$ cat src/rtl/conversor_bcd_resultado.sv
// conversor_bcd_resultado
// Converts the 9-bit ALU result word into three BCD digits (hundreds, tens,
// units) using a sequential double-dabble: one shift/adjust step per clock,
// nine steps per conversion, with valid/ready handshakes on both sides.
//
// Build option: define SIGN_MAG_EN to treat D as 9-bit two's complement and
// report the sign on neg. Without it, D is unsigned 0..511 and neg is tied 0.
//
// state | meaning
// ------+-----------------------------------------------------------
// IDLE  | waiting for in_valid; in_ready high while CLR is released
// CONV  | one double-dabble step per edge, nine steps in total
// DONE  | digits valid; hold until out_ready, then back to IDLE

module conversor_bcd_resultado (
  input  logic       clk,
  input  logic       CLR,
  input  logic [8:0] D,
  input  logic       in_valid,
  output logic       in_ready,
  output logic       out_valid,
  input  logic       out_ready,
  output logic [3:0] centena,
  output logic [3:0] dezena,
  output logic [3:0] unidade,
  output logic       neg,
  output logic       busy
);

  typedef enum logic [1:0] {
    IDLE = 2'd0,
    CONV = 2'd1,
    DONE = 2'd2
  } state_t;

  localparam logic [3:0] LAST_STEP = 4'd8;

  state_t      state;
  state_t      state_nxt;

  logic [8:0]  work;
  logic [11:0] scratch;
  logic [3:0]  step_cnt;

  logic        accept;
  logic        last_step;
  logic [8:0]  mag;
  logic [11:0] scratch_adj;
  logic [20:0] shift_vec;
  logic [11:0] scratch_nxt;
  logic [8:0]  work_nxt;

  // A BCD digit of 5 or more would overflow past 9 after the shift; +3 fixes it.
  function automatic logic [3:0] dabble(input logic [3:0] d);
    return (d >= 4'd5) ? d + 4'd3 : d;
  endfunction

  assign accept    = in_valid && in_ready;
  assign last_step = (state == CONV) && (step_cnt == LAST_STEP);

  assign in_ready  = (state == IDLE) && CLR;
  assign busy      = (state == CONV);
  assign out_valid = (state == DONE);

`ifdef SIGN_MAG_EN
  logic sign_in;
  logic neg_work;

  // Negative words are converted by magnitude; -256 maps to 256, which fits.
  always_comb begin
    sign_in = D[8];
    mag     = D[8] ? (~D + 9'd1) : D;
  end
`else
  // Unsigned interpretation: the magnitude is the word itself.
  always_comb begin
    mag = D;
  end
`endif

  // One double-dabble step: adjust each digit, then shift scratch:work left.
  // The hundreds digit never exceeds 5, so the bit shifted out is always 0.
  always_comb begin
    scratch_adj = {dabble(scratch[11:8]), dabble(scratch[7:4]), dabble(scratch[3:0])};
    shift_vec   = {scratch_adj, work} << 1;
    scratch_nxt = shift_vec[20:9];
    work_nxt    = shift_vec[8:0];
  end

  // State register with synchronous active-low clear.
  always_ff @(posedge clk) begin
    if (!CLR) begin
      state <= IDLE;
    end else begin
      state <= state_nxt;
    end
  end

  // Next-state decode.
  always_comb begin
    state_nxt = state;
    case (state)
      IDLE: begin
        if (accept) begin
          state_nxt = CONV;
        end
      end
      CONV: begin
        if (last_step) begin
          state_nxt = DONE;
        end
      end
      DONE: begin
        if (out_ready) begin
          state_nxt = IDLE;
        end
      end
      default: state_nxt = IDLE;
    endcase
  end

  // Working shift register, BCD scratch and step counter.
  always_ff @(posedge clk) begin
    if (!CLR) begin
      work     <= '0;
      scratch  <= '0;
      step_cnt <= '0;
    end else if (accept) begin
      work     <= mag;
      scratch  <= '0;
      step_cnt <= '0;
    end else if (state == CONV) begin
      work     <= work_nxt;
      scratch  <= scratch_nxt;
      step_cnt <= step_cnt + 4'd1;
    end
  end

  // Digit outputs update only when the ninth step lands, so they hold the
  // previous result throughout IDLE and CONV; an aborted run leaves zeros.
  always_ff @(posedge clk) begin
    if (!CLR) begin
      centena <= '0;
      dezena  <= '0;
      unidade <= '0;
    end else if (last_step) begin
      centena <= scratch_nxt[11:8];
      dezena  <= scratch_nxt[7:4];
      unidade <= scratch_nxt[3:0];
    end
  end

`ifdef SIGN_MAG_EN
  // Sign captured with the word, published together with the digits.
  always_ff @(posedge clk) begin
    if (!CLR) begin
      neg_work <= 1'b0;
      neg      <= 1'b0;
    end else begin
      if (accept) begin
        neg_work <= sign_in;
      end
      if (last_step) begin
        neg <= neg_work;
      end
    end
  end
`else
  assign neg = 1'b0;
`endif

endmodule
$ cat config.mk
export PLATFORM = sky130hd
export DESIGN_NAME = conversor_bcd_resultado
export DESIGN_NICKNAME = d
export VERILOG_FILES = /design/src/rtl/conversor_bcd_resultado.sv
export SDC_FILE = /design/constraint.sdc
export NUM_CORES = 1
export LEC_CHECK = 0
export CAP_MARGIN = 30
export CORE_ASPECT_RATIO = 1.1
export CORE_MARGIN = 2
export CORE_UTILIZATION = 40
export CTS_BUF_LIST = sky130_fd_sc_hd__clkbuf_4 sky130_fd_sc_hd__clkbuf_8
export DETAILED_ROUTE_END_ITERATION = 8
export SKIP_CTS_REPAIR_TIMING = 1
export SYNTH_ARGS = -nofsm -noshare
export SYNTH_HDL_FRONTEND = slang
export SYNTH_SLANG_ARGS = --single-unit
$ cat constraint.sdc
create_clock -name clk -period 3.69 [get_ports clk]
set_input_delay 0.738 -clock clk [delete_from_list [all_inputs] [get_ports clk]]
set_output_delay 0.738 -clock clk [all_outputs]
set_load 0.02 [all_outputs]
==> reports/summary.txt, run 1 <==
Die span in x - 68.7 µm
Mean Syn Cell Area - 8.54 µm²
Relative slew slack - 48.2%
Critical-path top delay cell - clkdlybuf4s50_1
Main synth FF type - dfxtp_1
Worst-skew pair later-pin latency - 0.29 ns
Final setup vio count - 0
Die Y - 75.2 µm
Min-Delay Path Class - reg2reg
ANT cells - 0
Compound-Gate Fraction of Synth Area - 20.3%
Top cell type by total area after synthesis - dfxtp_1
Synth top area share - 42.3%
Yosys warns - 0
Remaining Overflow, GRT - 0
Worst path max stage delay - 0.61 ns
Vias in the first global route - 1433
Synth cell types - 34
CTS tree - done
Rows - 25
PortBufs - 27
Crit end category - output port
F_max - 371 MHz
PD cells - 364 nW/µm²
Async SR Flop Fraction - 0%
Drt first pass iters - 4
Vias per cell - 5.21
Top-Level Pins - 29
Worst r2r src - state[0]$_SDFFE_PN0P_
Area contributors post-synth - dfxtp_1 42%, nand2_1 7.9%, o211a_1 6.0%, ha_1 5.4%, a21oi_1 4.6%
Initial Util - 42.1%
Placeable core area - 4380 µm²
Drt wl/cell - 12.4 µm
Synth-to-layout area growth - 20.4%
Nets - 260
Sequential area share after synthesis - 42.3%
Critical path required time - 2.95 ns
Critical path fanouts, max - 2
Main combinational cell family by area after synthesis - simple AND/OR/NAND/NOR gates
Die area - 5170 µm²
CTS Buf Count - 5
Worst Path Arrival - 1.96 ns
Critical path class - in2out
Initial DRC count - 87
Root buffer cell - clkbuf_8
First-pass GRT wire length - 6.38 mm
Final Cycle Share - 73.1%
DRC - 0
Worst VDD drop - 0.186 mV
Antenna violations before repair - 0
Xor-xnor portion of the synthesized cell area - 1.90%
Fin util - 50.7%
Clock transition at path regs - 0.07 ns
Crit start category - input port
Worst Hold Slack - 0.456 ns
CP cell instances - clkdlybuf4s50_1 -> and2_1 -> clkdlybuf4s50_1
EDFF count, synth - 0
Detailed Place HPWL - 2.53 mm
Worst Setup Slack, final - 0.992 ns
Largest net degree at the start of global routing - 27
Post-synthesis mux area share - 2.37%
Slew Limit Fails - 0
CP startpoint - CLR
Vias - 1531
Post-synthesis simple-gate area fraction - 21.7%
Final hold vios - 0
Worst Max-Slew Pin Slew - 0.775 ns
Total wire length - 3.66 mm
Worst slack at placement - 0.990 ns
RSZ-0062 raised after global routing - no
Worst Hold Launch - state[1]$_SDFFE_PN0P_
Routability cong. - 0.793
Setup TNS - 0 ns
Clock Sinks - 39
Synth Instances - 216
Crit path top cell by count - clkdlybuf4s50_1
# Max-Cap Violations - 0
FF+latch count, synth - 39
CTS H-Tree Depth - 2
Syn Nets - 237
Tot GR Track Use - 16.7%
Antenna viol nets, final - 0
LEAKAGE - 0.886 nW
Synth Area in Adders - 5.43%
Final worst path period need - 2.70 ns
Post-Syn Area - 1840 µm²
Filler cell count in the final layout - 448
Outcome - finished clean
Ratio of cells with drive above 1 in the final layout - 7.92%
Overall power - 0.000809 W
Clk_skew - 0.00424 ns
Max clock buf depth - 2
## Yosys cell counts (2+ instances only)
cell / instances
a21oi_1: 17
nand3_1: 14
o211a_1: 11
dfxtp_1: 39
nand2_1: 39
o22ai_1: 10
nor2b_1: 4
buf_2: 4
nand2b_1: 4
ha_1: 8
mux2_2: 3
a211oi_1: 3
nor3b_1: 6
inv_1: 9
nor2_1: 9
xnor2_1: 2
clkbuf_1: 7
buf_4: 2
o21ai_0: 9
xor2_1: 2
## layout by cell type (no fill, tap or decap), types with 2 or more instances in the layout
cell type,instances
nor2_1,9
xor2_1,2
xnor2_1,2
nand2_1,39
o211a_1,11
o21ai_0,9
a211oi_1,3
o22ai_1,10
ha_1,8
nor2b_1,4
inv_1,9
clkbuf_4,2
mux2_2,3
clkdlybuf4s50_1,27
dfxtp_1,39
a21oi_1,17
nor3b_1,6
nand3_1,14
nand2b_1,4
buf_4,3
clkbuf_8,5
## layer usage
metal	GRT usage (%)	vias to the layer above	share of wire (%)
li1	-	794	-
met1	19.5	704	45
met2	28.6	27	49
met3	5.23	6	4.3
met4	5.88	0	1.6
met5	0	-	0
## power by group
group	internal [W]	switching [W]	total [W]	leakage, nW
Clock	0.000147	0.000143	0.000291	0.0491
Combinational	0.0000356	0.0000448	0.0000804	0.521
Sequential	0.000431	0.00000708	0.000438	0.316
Total	0.000614	0.000195	0.000809	0.886
## logic make-up after synthesis
group,count (synthesis)
AND/OR/NAND/NOR,82
AO/OA/AOI/OAI,55
flip-flops,39
buffers and inverters,23
adder cells (fa/ha/maj),8
XOR/XNOR,4
multiplexers,4
other,1
## critical path: cells and delay by family
family | cells | cell delay, ns
buffers and inverters | 2 | 1.08
and+or+nand+nor | 1 | 0.14
## worst paths after layout
check        depth (start not counted)                 endpoint  slack (ns)
max                                  3                 in_ready        0.99
min                                  1    state[0]$_SDFFE_PN0P_        0.46
max reg2reg                          4  centena[1]$_SDFFE_PN0P_        1.74
min reg2reg                          1    state[0]$_SDFFE_PN0P_        0.46
## stage by stage
step                std cells  instance area, µm²
floorplan                 216                1840
global placement          286                2130
detailed placement        286                2130
CTS                       294                2220
global route              294                2220
finish                    294                2220
## cell type report
cell class / count / area, µm² / share of cell area (%)
clock buffers: 7 / 83.8 / 3.77
clock inverters: 1 / 5.00 / 0.225
inverters: 9 / 33.8 / 1.52
multi-input cells: 154 / 957 / 43.1
flip-flops and latches: 39 / 781 / 35.2
well taps: 54 / 67.6 / 3.04
repair buffers: 30 / 293 / 13.2
## state kept, by name (all words and copies together), names as in the netlist
| register | count |
|---|---|
| scratch | 12 |
| work | 9 |
| centena | 4 |
| dezena | 4 |
| step_cnt | 4 |
| unidade | 4 |
| state | 2 |
Power figures use the tool's default switching activity.
==> run 2, diff against run 1 <==
==> constraint.sdc (replaced) <==
create_clock -name clk -period 2.6 [get_ports clk]
set_input_delay 0.52 -clock clk [delete_from_list [all_inputs] [get_ports clk]]
set_output_delay 0.52 -clock clk [all_outputs]
set_load 0.02 [all_outputs]
==> reports/summary.txt, run 2 (same netlist as run 1, synthesis figures left out) <==
Tot GR Track Use - 16.2%
Nets - 263
Largest Register - scratch
Filler cell count in the final layout - 434
Synth-to-layout area growth - 22.5%
Placeable core area - 4380 µm²
PortBufs - 27
Remaining Overflow, GRT - 0
Vias in the first global route - 1397
Critical path class - in2out
Slew Limit Fails - 0
# Max-Cap Violations - 0
GRT Max-Usage Layer - met2
Detailed Place HPWL - 2.48 mm
Worst Reg2Reg Path Length in Cells - 6
Final setup vio count - 0
Max reg flops - 12
CTS H-Tree Depth - 2
Outcome - finished clean
Multi-input logic area - 957 µm²
CP startpoint - CLR
RSZ-0062 raised after global routing - no
Worst r2r src - state[1]$_SDFFE_PN0P_
Vias - 1530
Top-Level Pins - 29
Placed cells - 289
First-pass GRT wire length - 6.16 mm
Met1 Use GR - 20.2%
Worst Setup Slack, final - 0.352 ns
Clock transition at path regs - 0.08 ns
Routability cong. - 0.799
Initial Util - 42.1%
Critical path required time - 2.08 ns
Antenna viol nets, final - 0
Die span in x - 68.7 µm
Setup TNS - 0 ns
Crit start category - input port
Die area - 5170 µm²
Clock Sinks - 39
Final worst path period need - 2.25 ns
Min-Delay Path Class - reg2reg
Root buffer cell - clkbuf_8
Initial DRC count - 57
Final hold vios - 0
F_max - 445 MHz
Antenna violations before repair - 0
Ratio of cells with drive above 1 in the final layout - 9.05%
Worst VDD drop - 0.360 mV
M3 GR Usage - 5.08%
GR Layer Usage met2 - 26.0%
Max clock buf depth - 2
DRC - 0
Most frequent cells in the layout - 39 x nand2_1, 39 x dfxtp_1, 27 x clkdlybuf4s50_1
Drt wl/cell - 12.3 µm
Fin util - 51.6%
Final Cycle Share - 86.5%
Worst Path Arrival - 1.73 ns
LEAKAGE - 0.906 nW
Critical path fanouts, max - 2
CTS tree - done
Clk_skew - 0.00609 ns
Largest regs - scratch (12), work (9)
Largest net degree at the start of global routing - 27
PD cells - 529 nW/µm²
FF/Latch Area - 781 µm²
Die Y - 75.2 µm
Post-Layout Cell Count - 297
Drt first pass iters - 4
ANT cells - 0
Overall power - 0.00119 W
CTS Buf Count - 5
Vias per cell - 5.15
Rows - 25
Total wire length - 3.65 mm
Crit end category - output port
Worst slack at placement - 0.353 ns
Worst-skew pair later-pin latency - 0.29 ns
Worst Hold Launch - dezena[2]$_SDFFE_PN0P_
Worst hold stages - 2
run 2: path summary, 6_finish.rpt:
kind | end | slack, ns
max | in_ready | 0.35
min | dezena[2]$_SDFFE_PN0P_ | 0.47
max reg2reg | dezena[0]$_SDFFE_PN0P_ | 0.90
min reg2reg | dezena[2]$_SDFFE_PN0P_ | 0.47
run 2: cell type report:
class                      instances  share of cell area (%)
multi-input combinational        154                    42.4
sequential                        39                    34.6
timing repair buffer              33                    14.0
clock buffer                       8                    4.60
tap                               54                    2.99
inverter                           9                    1.50
run 2: stage by stage:
stage	area, µm²	hold slack, ns
2_1_floorplan	1840	0.425
3_3_place_gp	2150	0.457
3_5_place_dp	2150	0.459
4_1_cts	2260	0.462
5_1_grt	2260	0.478
6_report	2260	0.468
run 2: routing by layer:
| metal | part of all wire [%] | wire length (µm) |
|---|---|---|
| met1 | 47 | 1720 |
| met2 | 47 | 1700 |
| met3 | 4.6 | 166 |
| met4 | 1.7 | 61 |
| met5 | 0 | 0 |
run 2: where the power goes:
part	internal (W)	total [W]	switching (W)	leakage, nW
clock network	0.000253	0.000456	0.000203	0.0549
registers	0.000611	0.000621	0.00000983	0.316
logic	0.0000528	0.000117	0.0000644	0.535
run 2: critical path, stage by stage:
cell and delay, ns:
clkdlybuf4s50_1 0.46, and2_1 0.14, clkdlybuf4s50_1 0.60
